### config.mk
export PLATFORM = sky130hd
export DESIGN_NAME = mem_arbiter
export DESIGN_NICKNAME = d
export VERILOG_FILES = /design/src/rtl/mem_arbiter.sv
export SDC_FILE = /design/constraint.sdc
export NUM_CORES = 1
export LEC_CHECK = 0
export BUFFER_PORTS_ARGS = -buffer_cell sky130_fd_sc_hd__buf_4
export CORE_UTILIZATION = 40
export DETAILED_ROUTE_END_ITERATION = 8
export GPL_TIMING_DRIVEN = 0
export PLACE_DENSITY_LB_ADDON = 0.3
export SLEW_MARGIN = 0
export SYNTH_ARGS = -nofsm -noshare
export SYNTH_HDL_FRONTEND = slang
export SYNTH_SLANG_ARGS = --single-unit
### constraint.sdc
create_clock -name clk -period 2.4 [get_ports clk]
set_input_delay 0.48 -clock clk [delete_from_list [all_inputs] [get_ports clk]]
set_output_delay 0.48 -clock clk [all_outputs]
set_load 0.05 [all_outputs]
### src/rtl/mem_arbiter.sv
// Single-bus arbiter between instruction fetch and data load/store.
// Serves one transaction at a time, returns ready pulses, and aborts hung accesses.
module mem_arbiter #(
  parameter int unsigned TIMEOUT       = 255,
  parameter int unsigned DATA_PRIORITY = 1
) (
  input  logic        clk,
  input  logic        nRST,
  input  logic        i_req,
  input  logic [31:0] i_addr,
  input  logic        d_ren,
  input  logic        d_wen,
  input  logic [31:0] d_addr,
  input  logic [31:0] d_wdata,
  input  logic [3:0]  d_sel,
  input  logic        mem_ack,
  input  logic [31:0] mem_rdata,
  output logic        mem_ren,
  output logic        mem_wen,
  output logic [31:0] mem_addr,
  output logic [31:0] mem_wdata,
  output logic [3:0]  mem_sel,
  output logic        iready,
  output logic [31:0] instr,
  output logic        dready,
  output logic [31:0] d_rdata,
  output logic        bus_err
);

  localparam int unsigned      CNT_W      = 16;
  localparam logic [CNT_W-1:0] LAST_CNT   = CNT_W'(TIMEOUT - 1);
  localparam bit               DATA_FIRST = (DATA_PRIORITY != 0);

  typedef enum logic [1:0] {
    IDLE = 2'd0,
    IBUS = 2'd1,
    DBUS = 2'd2,
    DONE = 2'd3
  } state_e;

  state_e             state_q, state_d;
  logic [CNT_W-1:0]   cnt_q, cnt_d;
  logic               mem_ren_q, mem_ren_d;
  logic               mem_wen_q, mem_wen_d;
  logic [31:0]        mem_addr_q, mem_addr_d;
  logic [31:0]        mem_wdata_q, mem_wdata_d;
  logic [3:0]         mem_sel_q, mem_sel_d;
  logic               iready_q, iready_d;
  logic               dready_q, dready_d;
  logic [31:0]        instr_q, instr_d;
  logic [31:0]        d_rdata_q, d_rdata_d;
  logic               bus_err_q, bus_err_d;
  logic               d_req_c;

  // State and output registers
  always_ff @(posedge clk or negedge nRST) begin
    if (!nRST) begin
      state_q     <= IDLE;
      cnt_q       <= '0;
      mem_ren_q   <= 1'b0;
      mem_wen_q   <= 1'b0;
      mem_addr_q  <= '0;
      mem_wdata_q <= '0;
      mem_sel_q   <= '0;
      iready_q    <= 1'b0;
      dready_q    <= 1'b0;
      instr_q     <= '0;
      d_rdata_q   <= '0;
      bus_err_q   <= 1'b0;
    end else begin
      state_q     <= state_d;
      cnt_q       <= cnt_d;
      mem_ren_q   <= mem_ren_d;
      mem_wen_q   <= mem_wen_d;
      mem_addr_q  <= mem_addr_d;
      mem_wdata_q <= mem_wdata_d;
      mem_sel_q   <= mem_sel_d;
      iready_q    <= iready_d;
      dready_q    <= dready_d;
      instr_q     <= instr_d;
      d_rdata_q   <= d_rdata_d;
      bus_err_q   <= bus_err_d;
    end
  end

  // Next-state, grant and completion logic
  always_comb begin
    state_d     = state_q;
    cnt_d       = cnt_q;
    mem_ren_d   = mem_ren_q;
    mem_wen_d   = mem_wen_q;
    mem_addr_d  = mem_addr_q;
    mem_wdata_d = mem_wdata_q;
    mem_sel_d   = mem_sel_q;
    iready_d    = 1'b0;
    dready_d    = 1'b0;
    instr_d     = instr_q;
    d_rdata_d   = d_rdata_q;
    bus_err_d   = bus_err_q;
    d_req_c     = d_ren | d_wen;

    case (state_q)
      IDLE: begin
        // A simultaneous read+write request is performed as a write
        if (d_req_c && (DATA_FIRST || !i_req)) begin
          state_d     = DBUS;
          cnt_d       = '0;
          mem_wen_d   = d_wen;
          mem_ren_d   = d_ren & ~d_wen;
          mem_addr_d  = d_addr;
          mem_wdata_d = d_wdata;
          mem_sel_d   = d_wen ? d_sel : 4'hF;
        end else if (i_req) begin
          state_d     = IBUS;
          cnt_d       = '0;
          mem_ren_d   = 1'b1;
          mem_wen_d   = 1'b0;
          mem_addr_d  = {i_addr[31:2], 2'b00};
          mem_wdata_d = '0;
          mem_sel_d   = 4'hF;
        end
      end
      IBUS, DBUS: begin
        // Ack wins over a watchdog expiry landing in the same cycle
        if (mem_ack || (cnt_q == LAST_CNT)) begin
          state_d   = DONE;
          mem_ren_d = 1'b0;
          mem_wen_d = 1'b0;
          if (state_q == IBUS) iready_d = 1'b1;
          else                 dready_d = 1'b1;
          if (mem_ack) begin
            if (state_q == IBUS)  instr_d   = mem_rdata;
            else if (!mem_wen_q)  d_rdata_d = mem_rdata;
          end else begin
            bus_err_d = 1'b1;
          end
        end
        if (!mem_ack && (cnt_q != '1)) cnt_d = cnt_q + CNT_W'(1);
      end
      DONE:    state_d = IDLE;
      default: state_d = IDLE;
    endcase
  end

  assign mem_ren   = mem_ren_q;
  assign mem_wen   = mem_wen_q;
  assign mem_addr  = mem_addr_q;
  assign mem_wdata = mem_wdata_q;
  assign mem_sel   = mem_sel_q;
  assign iready    = iready_q;
  assign dready    = dready_q;
  assign instr     = instr_q;
  assign d_rdata   = d_rdata_q;
  assign bus_err   = bus_err_q;

endmodule

==> results.sh, run 1 <==
export IMPL_power_leakage_nw=4.533
export IMPL_maxCapViolations=0
export IMPL_clock_sinks=155
export IMPL_first_pass_iters=4
export IMPL_route_detailed_drc=0
export IMPL_fin_nets=940
export IMPL_dp_hpwl_um=12980
export IMPL_cp_start_kind="flip-flop"
export IMPL_setup_viol=0
export IMPL_track_usage_pct=20.76
export IMPL_layout_min_cycle_time_ps=2196
export IMPL_grt_pass1_wl_um=26540
export IMPL_synth_distinct_cells=51
export IMPL_cp_end_kind="flip-flop"
export IMPL_slew_violations=0
export IMPL_die_area_mm2=0.01670
export IMPL_synth_area_mm2=0.006474
export IMPL_grt_setup_unrepaired="no"
export IMPL_grt_max_degree=85
export IMPL_io_buffers=272
export IMPL_hold_buffers=0
export IMPL_n_fill_cell=1331
export IMPL_fmax_ghz=0.4553
export IMPL_tightest_slew_ps=841.5
export IMPL_cts_tree="done"
export IMPL_drtIter0Drc=223
export IMPL_wire_per_inst_um=16.65
export IMPL_die_y_um=129.2
export IMPL_fin_crit_sh_pct=91.52
export IMPL_cts_path_max_buffers=2
export IMPL_final_cell_mix="buf_4 (272), dfrtp_1 (155), mux2_2 (64)"
export IMPL_cts_made_buffers=17
export IMPL_crit_type="flip-flop to flip-flop"
export IMPL_antenna_found_initial=0
export IMPL_vias=5177
export IMPL_syn_avg_cell_area_um2=12.82
export IMPL_hold_viol_final=0
export IMPL_syn_instance_count=505
export IMPL_crit_reg2reg_launch="state_q[0]$_DFFE_PN0P_"
export IMPL_final_common_cell="buf_4"
export IMPL_grt_met1_usage_pct=23.09
export IMPL_htreeDepth=4
export IMPL_peakVddDrop_mv=1.230
export IMPL_cts_root_buf="clkbuf_16"
export IMPL_ys_ff_latch=155
export IMPL_die_w_um=129.2
export IMPL_crit_fanout=9
export IMPL_finClkSkew_ps=16.37
export IMPL_ios=275
export IMPL_clkTransAtPathRegs_ps=60
export IMPL_ant_nets=0
export IMPL_synth_ff_type="dfrtp_1"
export IMPL_dp_worst_setup_slack_ps=-149.1
export IMPL_grt_pass1_vias=5353
export IMPL_syn2layout_area_growth_pct=45.54
export IMPL_insertion_delay_ps=420
export IMPL_ys_seq_area_share_pct=59.91
export IMPL_crit_arrival_ps=2500
export IMPL_grt_use_met2_pct=36.46
export IMPL_status="completed"
export IMPL_worstPathRequired_ps=2700
export IMPL_drive_above_1_share_pct=48.15
export IMPL_viasPerCell=5.046
export IMPL_hold_class="primary input to async pin"
export IMPL_diodes=0
export IMPL_fin_setup_tns_ps=0
export IMPL_post_cts_repair_setup_buffers=0
export IMPL_utilization_pct=59.53
export IMPL_synth_nets=648
export IMPL_core_area_mm2=0.01583
export IMPL_busiest_layer="met2"
export IMPL_ys_warn_count=0
export IMPL_gp_congestion=0.8162
export IMPL_grt_use_met3_pct=8.051
export IMPL_maxSlewHeadroom_pct=43.56
export IMPL_grt_overflow_total=0
export IMPL_start_util_pct=40.90
export IMPL_crit_start="state_q[0]$_DFFE_PN0P_"
export IMPL_fin_ws_ps=203.6
export IMPL_p_per_area_mw_per_mm2=1706
export IMPL_synth_edf_count=0
export IMPL_async_flop_share_pct=100.0
export IMPL_num_rows=46
export IMPL_routed_wl_um=17090
==> worst paths after layout <==
| check | end | slack [ps] | cells past startpoint |
|---|---|---|---|
| hold / removal | instr[13]$_DFFE_PN0P_ | 70 | 1 |
| setup / recovery | cnt_q[12]$_DFFE_PN0P_ | 200 | 9 |
| setup reg to reg | cnt_q[12]$_DFFE_PN0P_ | 200 | 9 |
| hold reg to reg | bus_err$_DFFE_PN0P_ | 480 | 1 |
| max in group asynchronous | mem_addr[30]$_DFFE_PN0P_ | 1490 | 2 |
| min in group clk | mem_wdata[9]$_DFFE_PN0P_ | 270 | 2 |
==> through the flow <==
step | hold slack, ps | area (um^2) | cells | power, W
2_1_floorplan | 184.4 | 6474 | 505 | 0.01060
3_3_place_gp | 450.5 | 8786 | 993 | 0.01326
3_5_place_dp | 461.9 | 8817 | 994 | 0.01351
4_1_cts | 80.01 | 9403 | 1026 | 0.01619
5_1_grt | 104.1 | 9422 | 1026 | 0.01688
6_report | 67.84 | 9422 | 1026 | 0.01607
==> power breakdown <==
group	switching, W	leakage [nW]	internal, W
combinational	0.00595	2.34	0.00296
clock	0.00114	0.288	0.00150
sequential	0.000708	1.90	0.00381
total	0.00780	4.53	0.00827
==> critical path, stage by stage (launching register included) <==
cell and delay, ps:
dfrtp_1 360, inv_1 80, ha_1 280, buf_4 150, nor2b_4 210, nand3_1 170, or3_1 360, buf_6 140
o21a_1 160, o22a_1 180
==> registers in the layout, summed over array words and instances, names as in the netlist <==
name and cells:
d_rdata 32, bus_err 1, instr 32, mem_wen 1
dready 1, mem_sel 4, mem_wdata 32, mem_addr 32
state_q 2, mem_ren 1, iready 1, cnt_q 16
==> cell families after synthesis <==
family / after synthesis / share of synthesized area (%)
compound gates: 115 / 12.64
xor+xnor: 1 / 0.1353
fa+ha+maj: 5 / 0.9664
buf+inv: 37 / 2.474
flops: 155 / 59.91
mux: 100 / 16.70
simple gates: 92 / 7.171
==> area by class of cell <==
| cell class | instances | area [um^2] | area share, % |
|---|---|---|---|
| clock inverter | 14 | 146.4 | 1.554 |
| inverter | 6 | 22.52 | 0.2390 |
| clock buffer | 18 | 439.2 | 4.661 |
| buffer | 31 | 138.9 | 1.474 |
| tap | 216 | 270.3 | 2.869 |
| multi-input combinational | 313 | 2452 | 26.03 |
| sequential | 155 | 3879 | 41.17 |
| timing repair buffer | 273 | 2073 | 22.01 |
==> what timing repair did <==
action                                  in CTS  in global routing
hold endpoints to repair                     0                  0
endpoints found under the setup margin       0                 15
gates resized for setup                      0                  7
==> Yosys cell counts (4+ instances only) <==
master	number	area share, %
mux2_2	64	11
buf_1	4	0.23
and2_1	4	0.39
ha_1	5	0.97
nand2_1	43	2.5
buf_2	7	0.54
a22o_1	37	5.0
clkbuf_1	17	0.99
o22a_1	5	0.68
o21ai_0	40	3.1
inv_1	6	0.35
a31oi_1	4	0.39
mux2i_1	36	5.6
nand3_1	6	0.46
a2bb2oi_1	4	0.54
nor2_1	14	0.81
dfrtp_1	155	60
o211ai_1	4	0.46
nand4_1	4	0.39
==> metal layers <==
layer	up-vias	share of wire, %
met5	-	0
met1	2527	39
met3	12	9.3
met4	0	1.1
li1	2420	-
met2	218	51
(Power assumes the default switching activity.)
==> run 2, diff against run 1 <==
BUFFER_PORTS_ARGS = not set   (was -buffer_cell sky130_fd_sc_hd__buf_4)
DONT_BUFFER_PORTS = 1   (was not set)
MAX_ROUTING_LAYER = met4   (was not set)
==> results.sh, run 2 (synthesis results as in run 1) <==
export IMPL_grt_met1_usage_pct=20.62
export IMPL_clkTransAtPathRegs_ps=60
export IMPL_hold_viol_final=155
export IMPL_fin_nets=667
export IMPL_vias=4111
export IMPL_busiest_layer="met2"
export IMPL_finClkSkew_ps=19.52
export IMPL_holdWs_ps=-232.1
export IMPL_cpPeakStageDelay_ps=360
export IMPL_post_cts_repair_setup_buffers=0
export IMPL_cp_cell_sequence="inv_1 > ha_1 > buf_4 > nor2b_2 > nand3_1 > or3_1 > buf_6 > o21a_1 > o22a_1"
export IMPL_track_usage_pct=17.99
export IMPL_crit_fanout=9
export IMPL_drtIter0Drc=142
export IMPL_final_cell_mix="dfrtp_1 (155), mux2_2 (64), nand2_1 (42)"
export IMPL_cts_path_max_buffers=2
export IMPL_first_pass_iters=4
export IMPL_reg2reg_slack_ps=150
export IMPL_crit_reg2reg_launch="state_q[0]$_DFFE_PN0P_"
export IMPL_syn2layout_area_growth_pct=12.76
export IMPL_grt_pass1_wl_um=21980
export IMPL_viasPerCell=5.459
export IMPL_cts_root_buf="clkbuf_16"
export IMPL_grt_pass1_vias=4206
export IMPL_core_area_mm2=0.01583
export IMPL_route_detailed_drc=0
export IMPL_die_area_mm2=0.01670
export IMPL_die_y_um=129.2
export IMPL_wire_per_inst_um=19.44
export IMPL_crit_start="state_q[0]$_DFFE_PN0P_"
export IMPL_violations="negative hold slack"
export IMPL_crit_arrival_ps=2540
export IMPL_die_w_um=129.2
export IMPL_fin_crit_sh_pct=93.84
export IMPL_cts_tree="done"
export IMPL_ios=275
export IMPL_routed_wl_um=14640
export IMPL_num_rows=46
export IMPL_start_util_pct=40.90
export IMPL_cp_start_kind="flip-flop"
export IMPL_setup_viol=0
export IMPL_slew_violations=0
export IMPL_dp_hpwl_um=10890
export IMPL_status="complete, but fails checks"
export IMPL_antenna_found_initial=1
export IMPL_maxSlewHeadroom_pct=47.72
export IMPL_clock_sinks=155
export IMPL_worstPathRequired_ps=2690
export IMPL_final_common_cell="dfrtp_1"
export IMPL_io_buffers=0
export IMPL_drive_above_1_share_pct=21.08
export IMPL_cts_made_buffers=17
export IMPL_grt_setup_unrepaired="no"
export IMPL_grt_max_degree=156
export IMPL_htreeDepth=4
export IMPL_layout_min_cycle_time_ps=2252
export IMPL_endpoint="cnt_q[12]$_DFFE_PN0P_"
export IMPL_grt_use_met3_pct=6.524
export IMPL_crit_type="flip-flop to flip-flop"
export IMPL_reg2reg_to="cnt_q[12]$_DFFE_PN0P_"
export IMPL_utilization_pct=46.12
export IMPL_grt_use_met2_pct=28.24
export IMPL_rr_worst_depth=9
export IMPL_hold_class="primary input to async pin"
export IMPL_ant_nets=0
export IMPL_crit_slowest_cell="or3_1"
export IMPL_tightest_slew_ps=779.5
export IMPL_grt_overflow_total=0
export IMPL_cp_end_kind="flip-flop"
export IMPL_insertion_delay_ps=420
export IMPL_maxCapViolations=0
export IMPL_fmax_ghz=0.4440
export IMPL_gp_congestion=0.7970
-- run 2: changes by cell type in the layout (fill, tap and decap cells not counted) --
cell	delta
clkinv_4	+2
clkbuf_8	+1
or4b_1	+1
inv_6	-2
nor2b_2	+1
buf_6	-1
inv_8	-3
diode_2	+1
buf_16	-1
clkbuf_1	+2
nor2b_4	-1
bufinv_16	-1
or4b_4	-1
buf_4	-271
-- run 2: worst min-delay path by stage --
stage	endpoint	slack, ps	start
2_1_floorplan	bus_err$_DFFE_PN0P_	180	nRST
3_3_place_gp	d_rdata[16]$_DFFE_PN0P_	190	nRST
3_5_place_dp	d_rdata[11]$_DFFE_PN0P_	190	nRST
4_1_cts	dready$_DFF_PN0_	-260	nRST
5_1_grt	d_rdata[16]$_DFFE_PN0P_	-270	nRST
6_report	instr[31]$_DFFE_PN0P_	-230	nRST
-- run 2: cell type report --
class	count	area, um^2
sequential	155	3879
tap	216	270.3
inverter	6	22.52
antenna	1	2.502
clock buffer	21	460.4
fill	1455	8528
buffer	31	138.9
multi-input combinational	313	2444
clock inverter	10	82.58
-- run 2: what timing repair did --
item,4_1_cts,5_1_grt
endpoints found under the hold margin,155,155
endpoints found under the setup margin,3,15
gates resized for setup,1,4
-- run 2: through the flow --
| stage | instances | instance area (um^2) | setup slack [ps] | setup TNS (ps) | hold slack [ps] |
|---|---|---|---|---|---|
| floorplan | 505 | 6474 | 360.3 | 0 | 184.4 |
| global placement | 721 | 6744 | -6.295 | -8.554 | 187.3 |
| detailed placement | 721 | 6744 | -62.45 | -365.9 | 187.3 |
| CTS | 752 | 7291 | 10.58 | 0 | -255.4 |
| global route | 753 | 7300 | 10.59 | 0 | -268.1 |
| finish | 753 | 7300 | 147.7 | 0 | -232.1 |
-- run 2: critical path, delay by kind of cell, from the launching register on --
family	cells	cell delay [ps]
fa+ha+maj	1	280
buf+inv	3	370
simple gates	3	810
compound gates	2	330
flops	1	350
-- run 2: routing by layer --
metal / part of all wire (%) / wire length (um)
met4: 2.2 / 320
met3: 10 / 1484
met2: 49 / 7212
met5: 0 / 0
met1: 38 / 5623
Power of run 2 is left out: the tool's default activity adds up to more than one toggle a clock period on the data nets, which glitch-free logic cannot reach.
==> run 3, diff against run 2 <==
CORE_MARGIN = 4   (was not set)
clock period = 1.9 ns   (was 2.4 ns; I/O delays follow)
==> results.sh, run 3 (synthesis results as in run 1) <==
export IMPL_diodes=0
export IMPL_maxCapViolations=0
export IMPL_fmax_ghz=0.5143
export IMPL_dp_hpwl_um=11500
export IMPL_rr_worst_depth=8
export IMPL_clock_sinks=155
export IMPL_fin_setup_tns_ps=-190.8
export IMPL_num_rows=46
export IMPL_die_area_mm2=0.01828
export IMPL_die_y_um=135.2
export IMPL_fin_nets=687
export IMPL_drtIter0Drc=178
export IMPL_dp_worst_setup_slack_ps=-546.9
export IMPL_final_common_cell="dfrtp_1"
export IMPL_violations="negative hold slack, negative setup slack"
export IMPL_first_pass_iters=4
export IMPL_reg2reg_to="cnt_q[12]$_DFFE_PN0P_"
export IMPL_setup_viol=9
export IMPL_cts_root_buf="clkbuf_16"
export IMPL_layout_min_cycle_time_ps=1944
export IMPL_cp_end_kind="flip-flop"
export IMPL_clkTransAtPathRegs_ps=60
export IMPL_hold_viol_final=155
export IMPL_ios=275
export IMPL_crit_type="flip-flop to flip-flop"
export IMPL_cts_path_max_buffers=2
export IMPL_viasPerCell=5.505
export IMPL_place_area_mm2=0.006770
export IMPL_crit_start="state_q[0]$_DFFE_PN0P_"
export IMPL_finClkSkew_ps=8.246
export IMPL_syn2layout_area_growth_pct=23.56
export IMPL_track_usage_pct=17.91
export IMPL_crit_arrival_ps=2250
export IMPL_core_area_mm2=0.01589
export IMPL_grt_pass1_vias=4548
export IMPL_fin_cells=773
export IMPL_grt_overflow_total=0
export IMPL_final_cell_mix="dfrtp_1 (155), mux2_2 (44), nand2_1 (42)"
export IMPL_tightest_slew_ps=752.5
export IMPL_maxSlewHeadroom_pct=49.84
export IMPL_status="complete, but fails checks"
export IMPL_io_buffers=0
export IMPL_fin_crit_sh_pct=102.3
export IMPL_design_area_mm2=0.007999
export IMPL_gp_congestion=0.7854
export IMPL_insertion_delay_ps=420
export IMPL_htreeDepth=4
export IMPL_grt_pass1_wl_um=24900
export IMPL_cts_made_buffers=17
export IMPL_hold_class="primary input to async pin"
export IMPL_drive_above_1_share_pct=30.88
export IMPL_antenna_found_initial=0
export IMPL_crit_reg2reg_launch="state_q[0]$_DFFE_PN0P_"
export IMPL_holdWs_ps=-340.2
export IMPL_dp_cells=721
export IMPL_wire_per_inst_um=21.27
export IMPL_reg2reg_slack_ps=-40
export IMPL_slew_violations=0
export IMPL_route_detailed_drc=0
export IMPL_cp_start_kind="flip-flop"
export IMPL_start_util_pct=40.75
export IMPL_worstPathRequired_ps=2200
export IMPL_die_w_um=135.2
export IMPL_grt_max_degree=156
export IMPL_ant_nets=0
export IMPL_endpoint="cnt_q[12]$_DFFE_PN0P_"
export IMPL_grt_setup_unrepaired="yes"
export IMPL_routed_wl_um=16440
export IMPL_cts_tree="done"
export IMPL_vias=4255
export IMPL_fin_ws_ps=-44.27
export IMPL_crit_fanout=8
-- run 3: cell type report --
cell class	instances	area, um^2
Tap cell	216	270.3
Clock buffer	18	439.2
Multi-Input combinational cell	313	2710
Fill cell	1403	7886
Clock inverter	14	225.2
Timing Repair Buffer	23	262.8
Sequential cell	155	3879
Buffer	28	190.2
Inverter	6	22.52
-- run 3: per-stage QoR --
step                hold WS, ps  util [%]
CTS                      -363.4     49.44
global placement          87.91     42.62
floorplan                 84.41         -
detailed placement        87.95     42.62
global route             -363.3     50.35
finish                   -340.2     50.35
-- run 3: repair_timing --
action,CTS,global route
gates resized for setup,63,39
setup buffers,17,3
endpoints found under the hold margin,155,155
gates cloned,2,1
setup endpoints to repair,98,85
pin swaps,17,12
-- run 3: how the worst min path moves through the flow --
stage | slack (ps) | to | depth (start not counted) | startpoint
after detailed placement | 90 | d_rdata[10]$_DFFE_PN0P_ | 0 | nRST
after CTS | -360 | d_rdata[4]$_DFFE_PN0P_ | 0 | nRST
after floorplan | 80 | bus_err$_DFFE_PN0P_ | 0 | nRST
after global placement | 90 | d_rdata[10]$_DFFE_PN0P_ | 0 | nRST
after global routing | -360 | d_rdata[10]$_DFFE_PN0P_ | 0 | nRST
final | -340 | d_rdata[10]$_DFFE_PN0P_ | 0 | nRST
-- run 3: critical path, cell delays in order, from the launching register on --
cell and delay [ps]:
dfrtp_1 360, inv_2 60, ha_4 270, nor2b_4 240
nand3_4 100, or3_1 330, buf_6 140, o21a_1 160
o22a_1 160
-- run 3: per-layer routing --
layer / part of all wire, % / global-route usage, % / up-vias
met5: 0 / - / -
met4: 1.7 / 6.047 / 0
met3: 11 / 7.095 / 23
met2: 49 / 28.68 / 224
met1: 38 / 20.68 / 2091
li1: - / - / 1917
Power of run 3 is left out for the same reason.
